--- config.mk ---
export PLATFORM = sky130hd
export DESIGN_NAME = seq_divider
export DESIGN_NICKNAME = d
export VERILOG_FILES = /design/src/rtl/seq_div_pkg.sv /design/src/rtl/div_sub_stage.sv /design/src/rtl/seq_divider.sv
export SDC_FILE = /design/constraint.sdc
export NUM_CORES = 1
export LEC_CHECK = 0
export CORE_MARGIN = 1.5
export CORE_UTILIZATION = 58
export DETAILED_ROUTE_END_ITERATION = 10
export HOLD_SLACK_MARGIN = 0.06
export PLACE_DENSITY = 0.95
export SLEW_MARGIN = 0
export SYNTH_ARGS = -nofsm -noshare
export SYNTH_HDL_FRONTEND = slang
export SYNTH_SLANG_ARGS = --single-unit
--- constraint.sdc ---
create_clock -name clk -period 42.7 [get_ports clk]
set_input_delay 6.405 -clock clk [delete_from_list [all_inputs] [get_ports clk]]
set_output_delay 6.405 -clock clk [all_outputs]
set_load 0.02 [all_outputs]
--- src/rtl/seq_div_pkg.sv ---
// seq_div_pkg: divider FSM state encoding and counter width helper
package seq_div_pkg;
  typedef enum logic [1:0] {IDLE, CALC, DONE} state_t;
  function automatic int cnt_w(input int w);
    return $clog2(w);
  endfunction
endpackage

--- src/rtl/div_sub_stage.sv ---
// div_sub_stage: ripple subtractor a-b as a+~b+1; ports a,b in, diff and no_borrow (carry-out) out
module div_sub_stage #(
  parameter int N = 33
) (
  input  logic [N-1:0] a,
  input  logic [N-1:0] b,
  output logic [N-1:0] diff,
  output logic         no_borrow
);
  logic [N-1:0] nb;
  logic [N:0]   c;
  assign nb = ~b;
  assign c[0] = 1'b1;
  for (genvar i = 0; i < N; i++) begin : g_bit
    assign diff[i] = a[i] ^ nb[i] ^ c[i];
    assign c[i+1] = (a[i] & nb[i]) | (c[i] & (a[i] ^ nb[i]));
  end
  assign no_borrow = c[N];
endmodule

--- src/rtl/seq_divider.sv ---
// seq_divider: restoring WIDTH-bit divider, one quotient bit per clk, valid/ready request (dividend,divisor) and result (quotient,remainder,div_by_zero) ports; SEQ_DIV_SIGNED_EN selects two's-complement operands
module seq_divider #(
  parameter int WIDTH = 32
) (
  input  logic             clk,
  input  logic             rst_n,
  input  logic             in_valid,
  output logic             in_ready,
  input  logic [WIDTH-1:0] dividend,
  input  logic [WIDTH-1:0] divisor,
  output logic             out_valid,
  input  logic             out_ready,
  output logic [WIDTH-1:0] quotient,
  output logic [WIDTH-1:0] remainder,
  output logic             div_by_zero
);
  import seq_div_pkg::*;
  localparam int CW = cnt_w(WIDTH);
  state_t state;
  logic [CW-1:0] cnt;
  logic [WIDTH-1:0] dvd, rem, dsr, mag_dvd, mag_dsr, q_n, rem_n, q_fin, r_fin;
  logic [WIDTH:0] shifted, diff;
  logic no_borrow, qbit;
  assign shifted = {rem, dvd[WIDTH-1]};
  div_sub_stage #(.N(WIDTH + 1)) u_sub (
    .a(shifted),
    .b({1'b0, dsr}),
    .diff(diff),
    .no_borrow(no_borrow)
  );
  assign qbit = no_borrow & ~diff[WIDTH];
  assign rem_n = qbit ? diff[WIDTH-1:0] : shifted[WIDTH-1:0];
  assign q_n = {dvd[WIDTH-2:0], qbit};
`ifdef SEQ_DIV_SIGNED_EN
  logic q_neg, r_neg;
  assign mag_dvd = dividend[WIDTH-1] ? -dividend : dividend;
  assign mag_dsr = divisor[WIDTH-1] ? -divisor : divisor;
  assign q_fin = q_neg ? -q_n : q_n;
  assign r_fin = r_neg ? -rem_n : rem_n;
  always_ff @(posedge clk or negedge rst_n)
    if (!rst_n) begin
      q_neg <= 1'b0;
      r_neg <= 1'b0;
    end else if (state == IDLE && in_valid) begin
      q_neg <= dividend[WIDTH-1] ^ divisor[WIDTH-1];
      r_neg <= dividend[WIDTH-1];
    end
`else
  assign mag_dvd = dividend;
  assign mag_dsr = divisor;
  assign q_fin = q_n;
  assign r_fin = rem_n;
`endif
  always_ff @(posedge clk or negedge rst_n)
    if (!rst_n) begin
      state       <= IDLE;
      cnt         <= '0;
      dvd         <= '0;
      rem         <= '0;
      dsr         <= '0;
      quotient    <= '0;
      remainder   <= '0;
      div_by_zero <= 1'b0;
      in_ready    <= 1'b1;
      out_valid   <= 1'b0;
    end else begin
      case (state)
        IDLE: if (in_valid) begin
          dvd         <= mag_dvd;
          dsr         <= mag_dsr;
          rem         <= '0;
          in_ready    <= 1'b0;
          div_by_zero <= divisor == '0;
          if (divisor == '0) begin
            state     <= DONE;
            out_valid <= 1'b1;
            quotient  <= '1;
            remainder <= dividend;
          end else begin
            state <= CALC;
            cnt   <= CW'(WIDTH - 1);
          end
        end
        CALC: begin
          rem <= rem_n;
          dvd <= q_n;
          if (cnt == '0) begin
            state     <= DONE;
            out_valid <= 1'b1;
            quotient  <= q_fin;
            remainder <= r_fin;
          end else begin
            cnt <= cnt - 1'b1;
          end
        end
        DONE: if (out_ready) begin
          state     <= IDLE;
          out_valid <= 1'b0;
          in_ready  <= 1'b1;
        end
        default: state <= IDLE;
      endcase
    end
endmodule

==> results.cfg, run 1 <==
[status]
status = complete, no violations

[sta]
period_needed_ps = 14670
hold_violations = 0
skew_ps = 8.55
rsz0062_at_grt = no
worst_pin_slew_ps = 1070
finalCritPeriodShare = 0.344
maxSlewViolCount = 0
setup_viol = 0
slew-limit-headroom = 0.285
fmax_ghz = 0.0682
tns_ps = 0

[worst_setup_path]
cp-end-kind = flop
path_class = flop to flop
crit_slowest_cell = buf_4
cp_slowest_stage_delay_ps = 520
crit_top_cell = fa_1
cp.required_ps = 43020
crit_arrival_ps = 14990
start_kind = flop
critPathMaxFanout = 38

[global_route]
grt_pass1_vias = 6527
grt_usage = 0.300
grt_pass1_wl_um = 33600
grt_start_max_net_pins = 102
grt.overflow.total = 0
met1_usage = 0.411
grtUsageMet3 = 0.0630
grt_util_met2 = 0.467
top_usage_layer = met2
antenna_found_initial = 0

[drt]
drc_errors = 0
num_vias = 6466
first_iter_violations = 768
firstDrtPassIters = 5
avgRoutedWirePerCell_um = 19.1
avgViaCountPerCell = 5.92
ant_nets = 0
drt_wl_total_um = 20900

[floorplanning]
die_y_um = 121
core-area_sq_um = 13500
rows = 42
fp.dieW_um = 121
num_io_pins = 135
start_util = 0.601
dieArea_sq_um = 14700

[cells_and_area]
layout_commonest_cell = dfrtp_1
syn_to_final_growth_pct = 24.5
layout_common_cells = dfrtp_1, clkdlybuf4s50_1, nand2_1, o21ai_0, nor2_1
n_antenna_cell = 0
final_nets = 1007
final_layout_size_suffix_gt1_frac = 0.0502

[clock_tree]
cts_inserted_buffers = 17
cts_sinks = 170
cts.clk_slew.worst_paths_ps = 60
cts_root_buffer = clkbuf_16
cts-hold-fix-buffers = 0
h-tree-depth = 4
cts_tree = done
post_cts_resized = 0
ctsLongestPathBuffers = 2
insertion_delay_ps = 430
post_cts_buffers = 0

[synthesis]
syn_nets = 895
yosysTopAreaCellShare = 0.523
yosysUniqueCellTypes = 38
synth_area_sq_um = 8090
synth_edf_count = 0
syn-mean-instance-area_sq_um = 10.2
yosys-top-cells-area = dfrtp_1, fa_1, nand2_1, o21ai_0, mux2_1
synth_largest_area_cell = dfrtp_1
async_flop_share = 1.00
syn_inst = 793
seq_area_frac_synth = 0.526
synth-main-ff-cell = dfrtp_1
yosys_register_bits = 170
synth_warnings = 0

[placed_design]
portBuffers = 134
hpwl_um = 14100
gp_congestion = 0.871

[job]
max_cap_viol_count = 0

[min_path]
hold_path_class = flop to flop

[power]
p_total_mw = 0.910
power.density_nw_per_um2 = 90.4
irDropWorstVdd_mv = 0.0498
leakage_nw = 4.60
[area by class of cell]
cell class	count	area, sq um
Multi-Input combinational cell	530	3470
Clock buffer	23	458
Inverter	43	161
Fill cell	892	3380
Timing Repair Buffer	143	1410
Sequential cell	170	4260
Clock inverter	8	96.3
Tap cell	176	220
[synth_stat cells (all sizes together) (3+ instances only)]
master and count:
a21o 31, a21oi 65, a22oi 3, buf 19, clkbuf 31, dfrtp 169, fa 31, ha 3
inv 43, mux2 34, mux2i 30, nand2 131, nand3 3, nor2 69, nor4 8, o21ai 96
o311ai 4
[state kept, by name, summed over array words and instances (netlist names)]
name         flops
cnt              5
quotient        32
remainder       32
dsr             32
in_ready         1
out_valid        1
div_by_zero      1
dvd             32
rem             32
state            2
[through the flow]
step / cells / cell area (sq um) / hold WS, ps / util / setup WS [ps]
detailed placement: 1062 / 9520 / 484 / 0.708 / 28310
global placement: 1062 / 9520 / 476 / 0.708 / 28760
global route: 1093 / 10100 / 512 / 0.749 / 27650
CTS: 1093 / 10100 / 498 / 0.749 / 28070
floorplan: 793 / 8090 / 470 / - / 29180
finish: 1093 / 10100 / 494 / 0.749 / 28030
[per-layer routing]
| layer | vias up | wire length [um] |
|---|---|---|
| li1 | 2876 | - |
| met1 | 3200 | 8630 |
| met2 | 334 | 9890 |
| met3 | 56 | 1650 |
| met4 | 0 | 709 |
| met5 | - | 0 |
[cell families after synthesis]
logic type / synth area share
multiplexers: 0.0844
AO/OA/AOI/OAI: 0.145
flip-flops: 0.526
buffers and inverters: 0.0487
adder cells (fa/ha/maj): 0.0813
XOR/XNOR: 0.00325
AND/OR/NAND/NOR: 0.112
[critical path, delay by kind of cell (launching register included)]
family | cells | cell delay (ps)
flops | 1 | 390
fa+ha+maj | 32 | 12380
compound gates | 1 | 120
buf+inv | 5 | 770
mux | 2 | 730
xor+xnor | 1 | 130
[worst paths after layout]
check                      slack [ps]  cells after the start         start            to
max                             28030                     41       dvd[31]  remainder[9]
min                               490                      1  remainder[9]  remainder[9]
max reg2reg                     28030                     41       dvd[31]  remainder[9]
min reg2reg                       490                      1  remainder[9]  remainder[9]
max in group asynchronous       35150                      2         rst_n  quotient[28]
min in group asynchronous        6060                      1         rst_n       dsr[12]
[report_power, final]
group	leakage [nW]	internal (mW)	switching [mW]
combinational	2.28	0.203	0.262
clock	0.271	0.0870	0.0608
sequential	2.05	0.240	0.0578
total	4.60	0.530	0.380
Power figures use the tool's default switching activity.
==> inputs of run 2 (changes only) <==
--- a/config.mk
+++ b/config.mk
@@ -6,10 +6,10 @@
 export NUM_CORES = 1
 export LEC_CHECK = 0
 export CORE_MARGIN = 1.5
-export CORE_UTILIZATION = 58
+export CORE_UTILIZATION = 54
 export DETAILED_ROUTE_END_ITERATION = 10
 export HOLD_SLACK_MARGIN = 0.06
-export PLACE_DENSITY = 0.95
+export PLACE_DENSITY = 0.9
 export SLEW_MARGIN = 0
 export SYNTH_ARGS = -nofsm -noshare
 export SYNTH_HDL_FRONTEND = slang
==> constraint.sdc (replaced) <==
create_clock -name clk -period 13.6 [get_ports clk]
set_input_delay 2.04 -clock clk [delete_from_list [all_inputs] [get_ports clk]]
set_output_delay 2.04 -clock clk [all_outputs]
set_load 0.02 [all_outputs]
==> run 2 against run 1 <==
Effect of this change:
- global-route usage down 2.4 points
- non-clock buffer count up 13
- die area up 7.2%
- clock skew about the same
- register-to-register slack worse by 28000 ps
- first-iteration DRC count down 10%
==> results.cfg, run 2 (synthesis gave the netlist of run 1 again) <==
[sta]
worst_slack_ps = 225
maxSlewViolCount = 0
whs_ps = 501
finalCritPeriodShare = 0.983
slew-limit-headroom = 0.151
skew_ps = 8.60
setup_viol = 0
tns_ps = 0
worst_pin_slew_ps = 1270
period_needed_ps = 13380
fmax_ghz = 0.0748
hold_violations = 0

[clock_tree]
cts_tree = done
cts_root_buffer = clkbuf_16
insertion_delay_ps = 440
cts_sinks = 170
h-tree-depth = 4
cts_inserted_buffers = 17
cts.clk_slew.worst_paths_ps = 60
ctsLongestPathBuffers = 2
cts-hold-fix-buffers = 0

[worst_setup_path]
rrSetupSlack_ps = 220
cp_slowest_stage_delay_ps = 400
path_class = flop to flop
crit_slowest_cell = dfrtp_1
start_kind = flop
crit_arrival_ps = 13700
critPathMaxFanout = 7
crit_top_cell = fa_2
cp.required_ps = 13920
cp-end-kind = flop

[power]
power.density_nw_per_um2 = 302
leakage_nw = 4.71
irDropWorstVdd_mv = 0.172
p_total_mw = 3.14

[drt]
avgRoutedWirePerCell_um = 18.9
firstDrtPassIters = 5
first_iter_violations = 689
drt_wl_total_um = 21100
num_vias = 6437
ant_nets = 0
avgViaCountPerCell = 5.77
drc_errors = 0

[floorplanning]
die_y_um = 125
core-area_sq_um = 14600
dieArea_sq_um = 15700
rows = 44
fp.dieW_um = 125
start_util = 0.555
num_io_pins = 135

[placed_design]
hpwl_um = 13800
place_inst = 1077
dpl_worst_slack_ps = -518
place_area_sq_um = 9600
portBuffers = 134
gp_congestion = 0.849

[cells_and_area]
syn_to_final_growth_pct = 28.7
layout_common_cells = dfrtp_1, clkdlybuf4s50_1, nand2_1, o21ai_0, nor2_1
final_area_sq_um = 10400
final_util = 0.714
final_nets = 1020
n_antenna_cell = 0
finalNonFillerCells = 1115
layout_commonest_cell = dfrtp_1
final_layout_size_suffix_gt1_frac = 0.101

[job]
max_cap_viol_count = 0

[min_path]
hold_path_class = flop to flop

[global_route]
grt_start_max_net_pins = 94
grt_pass1_vias = 6411
grt_pass1_wl_um = 33700
grt.overflow.total = 0
antenna_found_initial = 0
grt_usage = 0.276

[status]
status = complete, no violations
run 2: changes by cell type in the layout (fill, tap and decap cells not counted), sizes merged:
cell	previous run	this run
buf	10	22
bufbuf	0	1
bufinv	2	3
clkbuf	23	21
clkinv	5	6
clkinvlp	1	2
run 2: repair_timing:
item | in CTS | in global routing
pin swaps | 2 | 2
buffers inserted | 3 | 1
endpoints found under the setup margin | 66 | 54
gates resized for setup | 18 | 17
gates cloned | 2 | 0
run 2: critical path, delay by kind of cell (launching register included):
family,cells,cell delay [ps]
buffers and inverters,6,720
muxes,2,530
adders and majority gates,32,11260
DFF,1,400
AOI/OAI and AO/OA,1,120
xor gates and xnor gates,1,210
run 2: path summary, 6_finish.rpt:
path,from,cells after the start,to
max reg2reg,dvd[31],42,remainder[12]
min,remainder[20],1,remainder[20]
max in group asynchronous,rst_n,2,remainder[25]
min reg2reg,remainder[20],1,remainder[20]
max,dvd[31],42,remainder[12]
min in group asynchronous,rst_n,1,remainder[13]
run 2: metal layers:
metal  share of wire  wire length (um)  GRT usage  vias to the layer above
met2            0.46              9700      0.418                      278
met4           0.038               793      0.122                        0
met1            0.42              8930      0.378                     3181
met3           0.077              1630     0.0762                       65
li1                -                 -          -                     2913
met5               0                 0          0                        -
run 2: cell type report:
type                            count  area [sq um]
Clock inverter                     11           143
Inverter                           43           161
Timing Repair Buffer              156          1570
Tap cell                          184           230
Sequential cell                   170          4260
Fill cell                         979          4180
Clock buffer                       21           480
Multi-Input combinational cell    530          3570
run 2: report_power, final:
group	internal [mW]	switching [mW]	leakage [nW]
logic	0.814	0.887	2.36
registers	0.752	0.182	2.05
clock network	0.307	0.200	0.305
total	1.87	1.27	4.71
==> inputs of run 3 (changes only) <==
--- a/config.mk
+++ b/config.mk
@@ -5,6 +5,7 @@
 export SDC_FILE = /design/constraint.sdc
 export NUM_CORES = 1
 export LEC_CHECK = 0
+export CAP_MARGIN = 5
 export CORE_MARGIN = 1.5
 export CORE_UTILIZATION = 54
 export DETAILED_ROUTE_END_ITERATION = 10
==> results of run 3 <==
Final layout, timing and power as in run 2 (identical DEF).
